### config.mk
export PLATFORM = sky130hd
export DESIGN_NAME = uart_cmd_decoder_flat
export DESIGN_NICKNAME = d
export VERILOG_FILES = /design/src/rtl/uart_cmd_decoder_pkg.sv /design/src/rtl/uart_cmd_decoder_if.sv /design/src/rtl/uart_cmd_decoder_secded84_dec.sv /design/src/rtl/uart_cmd_decoder.sv /design/src/flat_wrapper.sv
export SDC_FILE = /design/constraint.sdc
export NUM_CORES = 1
export LEC_CHECK = 0
export ABC_AREA = 1
export ABC_CLOCK_PERIOD_IN_PS = 2500
export CAP_MARGIN = 20
export CELL_PAD_IN_SITES_DETAIL_PLACEMENT = 1
export CELL_PAD_IN_SITES_GLOBAL_PLACEMENT = 1
export CORE_UTILIZATION = 36
export DETAILED_ROUTE_END_ITERATION = 10
export MAX_ROUTING_LAYER = met4
export PLACE_DENSITY = 0.85
export SETUP_SLACK_MARGIN = 0.5
export SLEW_MARGIN = 20
export SYNTH_ARGS = -nofsm -noshare
export SYNTH_HDL_FRONTEND = slang
export SYNTH_HIERARCHICAL = 1
export SYNTH_SLANG_ARGS = --single-unit
### constraint.sdc
create_clock -name clk -period 2.5 [get_ports clk]
set_clock_uncertainty 0.15 [all_clocks]
set_input_delay 0.5 -clock clk [delete_from_list [all_inputs] [get_ports clk]]
set_output_delay 0.5 -clock clk [all_outputs]
set_load 0.05 [all_outputs]
### src/rtl/uart_cmd_decoder_pkg.sv
`default_nettype none
// ============================================================================
// Module      : uart_cmd_decoder_pkg
// Description : Shared definitions for the UART command decoder.
//               - Link FSM state encoding (LINK_DOWN / LINK_UP / FAULT)
//               - SECDED decode status codes (CLEAN / CORR / DOUBLE)
//               - Frame bit positions and the data-extraction helper
//               - Default parameter values (timeout, bad-frame limit, safe cmd)
// Revision    : 1.0 - initial release
// ============================================================================
package uart_cmd_decoder_pkg;

    typedef enum logic [1:0] {
        LINK_DOWN = 2'd0,
        LINK_UP   = 2'd1,
        FAULT     = 2'd2
    } link_state_e;

    typedef enum logic [1:0] {
        SEC_CLEAN  = 2'd0,
        SEC_CORR   = 2'd1,
        SEC_DOUBLE = 2'd2
    } secded_status_e;

    // Frame layout: bits[6:0] are Hamming positions 1..7, bit 7 is overall parity.
    localparam int unsigned POS_D0  = 2;
    localparam int unsigned POS_D1  = 4;
    localparam int unsigned POS_D2  = 5;
    localparam int unsigned POS_D3  = 6;
    localparam int unsigned POS_PAR = 7;

    localparam int unsigned DEF_TIMEOUT_CYCLES = 288;
    localparam int unsigned DEF_MAX_BAD        = 3;
    localparam logic [3:0]  DEF_SAFE_CMD       = 4'h0;

    function automatic logic [3:0] extract_data(input logic [7:0] frame);
        return {frame[POS_D3], frame[POS_D2], frame[POS_D1], frame[POS_D0]};
    endfunction

endpackage
`default_nettype wire

### src/rtl/uart_cmd_decoder_if.sv
`default_nettype none
// ============================================================================
// Module      : uart_cmd_decoder_if
// Description : Byte handshake from the UART receiver to the command decoder.
//               rx_data    : received byte
//               rx_done    : 1-cycle strobe, rx_data valid
//               rx_par_err : UART parity error, qualified with rx_done
//               master = UART receiver side, slave = decoder side.
// Revision    : 1.0 - initial release
// ============================================================================
interface uart_cmd_decoder_if;
    logic [7:0] rx_data;
    logic       rx_done;
    logic       rx_par_err;

    modport master (output rx_data, output rx_done, output rx_par_err);
    modport slave  (input  rx_data, input  rx_done, input  rx_par_err);
endinterface
`default_nettype wire

### src/rtl/uart_cmd_decoder_secded84_dec.sv
`default_nettype none
// ============================================================================
// Module      : secded84_dec
// Description : Combinational SECDED(8,4) decoder. Computes the Hamming
//               syndrome and overall parity, corrects a single flipped bit
//               and reports CLEAN / CORR / DOUBLE.
//   frame_i  in  8  received frame
//   data_o   out 4  decoded (corrected) data nibble
//   status_o out 2  decode status
// Revision    : 1.0 - initial release
// ============================================================================
module secded84_dec
    import uart_cmd_decoder_pkg::*;
(
    input  logic [7:0]     frame_i,
    output logic [3:0]     data_o,
    output secded_status_e status_o
);

    logic [2:0] syn;
    logic       par;
    logic [7:0] fixed;

    always_comb begin
        syn[0] = frame_i[0] ^ frame_i[2] ^ frame_i[4] ^ frame_i[6];
        syn[1] = frame_i[1] ^ frame_i[2] ^ frame_i[5] ^ frame_i[6];
        syn[2] = frame_i[3] ^ frame_i[4] ^ frame_i[5] ^ frame_i[6];
        par    = ^frame_i;
        fixed    = frame_i;
        status_o = SEC_CLEAN;
        if (syn != 3'd0 && par) begin
            // Syndrome names Hamming position syn, which is frame bit syn-1.
            fixed[syn - 3'd1] = ~frame_i[syn - 3'd1];
            status_o          = SEC_CORR;
        end else if (syn == 3'd0 && par) begin
            // Only the overall parity bit flipped; data bits are intact.
            status_o = SEC_CORR;
        end else if (syn != 3'd0 && !par) begin
            status_o = SEC_DOUBLE;
        end
        data_o = extract_data(fixed);
    end

endmodule
`default_nettype wire

### src/rtl/uart_cmd_decoder.sv
`default_nettype none
// ============================================================================
// Module      : uart_cmd_decoder
// Description : Decodes SECDED(8,4) command frames from a UART link into a
//               4-bit switch command, with link watchdog and bad-frame
//               supervisor forcing SAFE_CMD when the link is lost/faulty.
//   clk          in   1  system clock
//   rst_n        in   1  asynchronous active-low reset
//   rx           slave   byte handshake (rx_data / rx_done / rx_par_err)
//   fault_clr_i  in   1  pulse: leave FAULT
//   cmd_out_o    out  4  current command
//   cmd_valid_o  out  1  pulse: cmd_out updated from a good frame
//   link_ok_o    out  1  high in LINK_UP
//   fault_o      out  1  high in FAULT
//   corr_cnt_o   out 16  corrected-frame count (CMD_DEC_STATS_EN)
//   drop_cnt_o   out 16  dropped-frame count   (CMD_DEC_STATS_EN)
// Build option: define CMD_DEC_STATS_EN to enable the frame counters;
//               otherwise both counters read 16'h0000.
// Revision    : 1.0 - initial release
// ============================================================================
module uart_cmd_decoder
    import uart_cmd_decoder_pkg::*;
#(
    parameter int unsigned TIMEOUT_CYCLES = DEF_TIMEOUT_CYCLES,
    parameter int unsigned MAX_BAD        = DEF_MAX_BAD,
    parameter logic [3:0]  SAFE_CMD       = DEF_SAFE_CMD
) (
    input  logic                clk,
    input  logic                rst_n,
    uart_cmd_decoder_if.slave   rx,
    input  logic                fault_clr_i,
    output logic [3:0]          cmd_out_o,
    output logic                cmd_valid_o,
    output logic                link_ok_o,
    output logic                fault_o,
    output logic [15:0]         corr_cnt_o,
    output logic [15:0]         drop_cnt_o
);

    localparam int unsigned WD_W = $clog2(TIMEOUT_CYCLES + 1);

    // Stage 1: frame capture
    logic [7:0] s1_data_q;
    logic       s1_valid_q;
    logic       s1_par_q;

    always_ff @(posedge clk or negedge rst_n) begin
        if (!rst_n) begin
            s1_data_q  <= 8'h00;
            s1_valid_q <= 1'b0;
            s1_par_q   <= 1'b0;
        end else begin
            s1_valid_q <= rx.rx_done;
            if (rx.rx_done) begin
                s1_data_q <= rx.rx_data;
                s1_par_q  <= rx.rx_par_err;
            end
        end
    end

    // Stage 2: decode and supervise
    logic [3:0]     dec_data;
    secded_status_e dec_status;

    secded84_dec u_dec (
        .frame_i  (s1_data_q),
        .data_o   (dec_data),
        .status_o (dec_status)
    );

    logic good_frame;
    logic bad_frame;
    logic timeout;
    logic [3:0] bad_inc;

    // A UART parity error makes the frame bad regardless of its contents.
    assign good_frame = s1_valid_q && !s1_par_q && (dec_status != SEC_DOUBLE);
    assign bad_frame  = s1_valid_q && (s1_par_q || (dec_status == SEC_DOUBLE));

    link_state_e    state_q, state_d;
    logic [3:0]     cmd_q, cmd_d;
    logic           valid_q, valid_d;
    logic [3:0]     bad_q, bad_d;
    logic [WD_W-1:0] wd_q, wd_d;

    assign bad_inc = (bad_q == 4'hF) ? 4'hF : bad_q + 4'd1;
    assign timeout = (state_q == LINK_UP) && (wd_q == WD_W'(TIMEOUT_CYCLES - 1));

    always_ff @(posedge clk or negedge rst_n) begin
        if (!rst_n) begin
            state_q <= LINK_DOWN;
        end else begin
            state_q <= state_d;
        end
    end

    always_ff @(posedge clk or negedge rst_n) begin
        if (!rst_n) begin
            cmd_q   <= SAFE_CMD;
            valid_q <= 1'b0;
            bad_q   <= 4'd0;
            wd_q    <= '0;
        end else begin
            cmd_q   <= cmd_d;
            valid_q <= valid_d;
            bad_q   <= bad_d;
            wd_q    <= wd_d;
        end
    end

    // Priority: fault clear > good frame > MAX_BAD > timeout.
    always_comb begin
        state_d = state_q;
        cmd_d   = cmd_q;
        valid_d = 1'b0;
        bad_d   = bad_q;
        wd_d    = (state_q == LINK_UP) ? wd_q + WD_W'(1) : '0;
        if (state_q == FAULT && fault_clr_i) begin
            state_d = LINK_DOWN;
            cmd_d   = SAFE_CMD;
            wd_d    = '0;
            bad_d   = bad_frame ? 4'd1 : 4'd0;
        end else if (good_frame) begin
            bad_d = 4'd0;
            wd_d  = '0;
            // In FAULT a good frame is decoded but never reaches the switch.
            if (state_q != FAULT) begin
                state_d = LINK_UP;
                cmd_d   = dec_data;
                valid_d = 1'b1;
            end
        end else if (bad_frame && (bad_inc >= 4'(MAX_BAD))) begin
            state_d = FAULT;
            cmd_d   = SAFE_CMD;
            wd_d    = '0;
            bad_d   = bad_inc;
        end else begin
            if (bad_frame) begin
                bad_d = bad_inc;
            end
            if (timeout) begin
                state_d = LINK_DOWN;
                cmd_d   = SAFE_CMD;
                wd_d    = '0;
            end
        end
    end

    assign cmd_out_o   = cmd_q;
    assign cmd_valid_o = valid_q;
    assign link_ok_o   = (state_q == LINK_UP);
    assign fault_o     = (state_q == FAULT);

`ifdef CMD_DEC_STATS_EN
    logic        corr_frame;
    logic [15:0] corr_q;
    logic [15:0] drop_q;

    assign corr_frame = good_frame && (dec_status == SEC_CORR);

    always_ff @(posedge clk or negedge rst_n) begin
        if (!rst_n) begin
            corr_q <= 16'h0000;
            drop_q <= 16'h0000;
        end else begin
            if (corr_frame && corr_q != 16'hFFFF) begin
                corr_q <= corr_q + 16'd1;
            end
            if (bad_frame && drop_q != 16'hFFFF) begin
                drop_q <= drop_q + 16'd1;
            end
        end
    end

    assign corr_cnt_o = corr_q;
    assign drop_cnt_o = drop_q;
`else
    assign corr_cnt_o = 16'h0000;
    assign drop_cnt_o = 16'h0000;
`endif

endmodule
`default_nettype wire

### src/flat_wrapper.sv
// flat-port wrapper written by rule: the top's interface ports become plain ports
module uart_cmd_decoder_flat import uart_cmd_decoder_pkg::*;
#(
    parameter int unsigned TIMEOUT_CYCLES = DEF_TIMEOUT_CYCLES,
    parameter int unsigned MAX_BAD        = DEF_MAX_BAD,
    parameter logic [3:0]  SAFE_CMD       = DEF_SAFE_CMD
)
  (clk, rst_n, fault_clr_i, cmd_out_o, cmd_valid_o, link_ok_o, fault_o, corr_cnt_o, drop_cnt_o, rx_rx_data, rx_rx_done, rx_rx_par_err);
  uart_cmd_decoder_if rx_i ();
  input  logic clk;
  input  logic rst_n;
  input  logic fault_clr_i;
  output logic [3:0] cmd_out_o;
  output logic cmd_valid_o;
  output logic link_ok_o;
  output logic fault_o;
  output logic [15:0] corr_cnt_o;
  output logic [15:0] drop_cnt_o;
  input wire logic [$bits(rx_i.rx_data)-1:0] rx_rx_data;
  input wire logic [$bits(rx_i.rx_done)-1:0] rx_rx_done;
  input wire logic [$bits(rx_i.rx_par_err)-1:0] rx_rx_par_err;
  assign rx_i.rx_data = rx_rx_data;
  assign rx_i.rx_done = rx_rx_done;
  assign rx_i.rx_par_err = rx_rx_par_err;
  uart_cmd_decoder #(.TIMEOUT_CYCLES(TIMEOUT_CYCLES), .MAX_BAD(MAX_BAD), .SAFE_CMD(SAFE_CMD)) u_core (.clk(clk), .rst_n(rst_n), .rx(rx_i), .fault_clr_i(fault_clr_i), .cmd_out_o(cmd_out_o), .cmd_valid_o(cmd_valid_o), .link_ok_o(link_ok_o), .fault_o(fault_o), .corr_cnt_o(corr_cnt_o), .drop_cnt_o(drop_cnt_o));
endmodule
==> results.toml <==
[place]
dp_hpwl_um = 3540
dpl_worst_slack_ps = -11.8
port_buffers = 19
gp_congestion = 0.845

[setup_path]
crit_chain = "inv_2 > buf_6 > nand2_2 > nand2_2 > nand2_2 > nand2_4 > nor2_4 > ha_4 > nor2_4 > nand2_4 > nand2_4 > nor2_4 > nor2_4 > nand3_4 > nand2_4 > nand2_1 > nand2_1"
cp.required_ps = 2580
crit_family = "simple AND/OR/NAND/NOR gates"
cp-start-kind = "flip-flop"
crit_fanout = 5
crit_buf_inv = 2
cp_slowest_stage_delay_ps = 450
slowest_stage = "dfrtp_2"
critPathArrivalTime_ps = 2320
critPathKind = "reg -> reg"
cp-end-kind = "flip-flop"

[timing]
slew_headroom_pct = 66.8
hold_viol = 0
setup_viol = 0
fin_ws_ps = 256
layout_min_cycle_time_ps = 2240
tightest_slew_ps = 496
rsz0062_at_grt = "true"
final-max-slew-violation-count = 0
timing.fmax_ghz = 0.446
hold_ws_ps = 343
timing.final.crit_share_pct = 89.8

[cells_and_area]
regArea_um2 = 757
drive_gt1_share_pct = 36.7
nets = 339
multi_input_area_um2 = 1470
fillerInstances = 663
antennaDiodeCount = 0
area_growth_pct = 36.9
fin_util_pct = 52.1

[yosys]
synth.distinct_cells = 29
synth_top_area_share_pct = 35.0
netlist_top_cells_count = "66 x nand2_1, 33 x buf_4, 30 x dfrtp_1, 27 x inv_1, 24 x nor2_1"
netlist_area_um2 = 2150
synth_edf_count = 0
avgSynthCellArea_um2 = 7.81
ys_ff_latch = 30
ys_seq_area_share_pct = 35.0
synth_flop_cell = "dfrtp_1"
yosysMostFrequentCell = "nand2_1"
synth_area_leaders = "dfrtp_1 35%, buf_4 12%, nand2_1 12%"
async_reset_ff_share_pct = 100
synth_top_area_cell = "dfrtp_1"
syn_inst = 275
ys_warn_count = 6

[hold_path]
hp-class = "reg -> reg"

[clock_tree]
cts-hold-fix-buffers = 0
clock-sinks = 30
path_clk_slew_ps = 70
root_buffer = "clkbuf_8"
cts_tree = "done"
clockBufferDepth = 2
cts.htree.levels = 2
clk_latency_ps = 290
cts_buffers = 5

[global_routing]
overflow = 0
antenna_found_initial = 0
grt_use_total_pct = 20.0
grt_pass1_wl_um = 9250
grt_max_degree = 31
grt_pass1_vias = 1937

[floorplanning]
io_pins = 52
core-area_um2 = 5640
die-area_um2 = 6280
rows = 27
die_height_um = 79.2
chipWidth_um = 79.2
initial_core_util_pct = 38.1

[routing]
routed_wl_um = 6450
vias_per_cell = 4.90
via_count = 1941
wire_per_inst_um = 16.3
drc = 0
drt_iter0_markers = 103
ant_nets = 0
dr.pass1.iters = 4

[run]
drv_cap = 0

[power_and_ir_drop]
power.switching_mw = 1.32
leakagePower_nw = 1.42
ir_drop_uv = 519
netSwitchingFraction_pct = 48.1
pwr_density_cell_nw_per_um2 = 930
power_frac_comb_pct = 57.1
p_int_mw = 1.42
clkPwrFrac_pct = 17.9
power_frac_seq_pct = 25.1

[outcome]
status = "completed"
-- final cells by class --
cell class | instances | area share (%)
Tap cell | 72 | 3.06
Multi-Input combinational cell | 211 | 50.0
Sequential cell | 30 | 25.7
Clock inverter | 3 | 1.36
Clock buffer | 5 | 2.34
Timing Repair Buffer | 44 | 13.5
Inverter | 31 | 3.96
-- per-layer routing --
metal | vias to the layer above | global-route usage (%) | wire, um
met1 | 946 | 22.5 | 2680
li1 | 899 | - | -
met5 | - | - | 0
met3 | 18 | 5.17 | 315
met2 | 78 | 33.6 | 3270
met4 | 0 | 8.36 | 184
-- cells in the final DEF, fill, tap and decap left out, types with 8 or more instances in the layout --
cell / Yosys / routed
nand2_1: 66 / 49
conb_1: 1 / 32
dfrtp_1: 30 / 25
inv_1: 27 / 22
buf_4: 33 / 21
nor2_1: 24 / 19
nand3_1: 21 / 18
nand2_4: 3 / 14
nand2_2: 8 / 13
clkdlybuf4s50_1: 0 / 12
inv_2: 4 / 9
nor2_4: 1 / 9
mux2_2: 8 / 8
-- through the flow --
stage / cells / TNS, ps / power, mW / cell area, um^2
final: 396 / 0 / 2.73 / 2940
after detailed placement: 365 / -16.4 / 1.81 / 2320
after floorplan: 306 / 0 / 1.56 / 2280
after global placement: 365 / 0 / 1.78 / 2320
after CTS: 388 / 0 / 2.46 / 2670
after global routing: 396 / 0 / 2.89 / 2940
-- cells by family (layout without fill, tap and decap cells) --
family,after synthesis,count (layout),share of synthesized area [%]
compound gates,16,16,4.78
xor+xnor,11,11,4.49
fa+ha+maj,3,3,1.75
buf+inv,65,83,17.2
flops,30,30,35.0
mux,8,8,4.20
other cells,1,32,0.175
simple gates,141,141,32.5
-- tightest hold or removal path: stages (launching register included) --
cell and delay (ps):
dfrtp_1 350, nand2_1 60, nand2_1 50
-- timing repair --
item / 4_1_cts / 5_1_grt
resized for setup: 50 / 42
pin swaps: 16 / 22
buffers inserted: 15 / 8
setup endpoints to repair: 27 / 21
gates cloned: 0 / 0
-- power groups by stage --
| stage | sequential, mW | clock, mW | combinational (mW) |
|---|---|---|---|
| final | 0.685 | 0.489 | 1.56 |
| after detailed placement | 0.673 | 0 | 1.14 |
| after global routing | 0.696 | 0.525 | 1.67 |
| after floorplan | 0.749 | 0 | 0.815 |
| after CTS | 0.668 | 0.503 | 1.29 |
| after global placement | 0.671 | 0 | 1.10 |
-- final timing paths --
path | startpoint | endpoint | slack (ps) | cells after the start
min in group asynchronous | rst_n | u_core/bad_q[2]$_DFFE_PN0P_ | 450 | 2
hold / removal | u_core/cmd_out_o[1]$_DFFE_PN0P_ | u_core/cmd_out_o[1]$_DFFE_PN0P_ | 340 | 2
hold reg to reg | u_core/cmd_out_o[1]$_DFFE_PN0P_ | u_core/cmd_out_o[1]$_DFFE_PN0P_ | 340 | 2
max in group asynchronous | rst_n | u_core/s1_data_q[6]$_DFFE_PN0P_ | 1430 | 2
setup reg to reg | u_core/s1_data_q[2]$_DFFE_PN0P_ | u_core/cmd_out_o[0]$_DFFE_PN0P_ | 260 | 17
setup / recovery | u_core/s1_data_q[2]$_DFFE_PN0P_ | u_core/cmd_out_o[0]$_DFFE_PN0P_ | 260 | 17
-- state kept, by name, indices dropped and copies added (netlist names) --
signal	count
u_core/wd_q	9
u_core/s1_data_q	8
u_core/bad_q	4
u_core/cmd_out_o	4
u_core/state_q	2
u_core/cmd_valid_o	1
u_core/s1_par_q	1
u_core/s1_valid_q	1
Power figures use the tool's default switching activity.
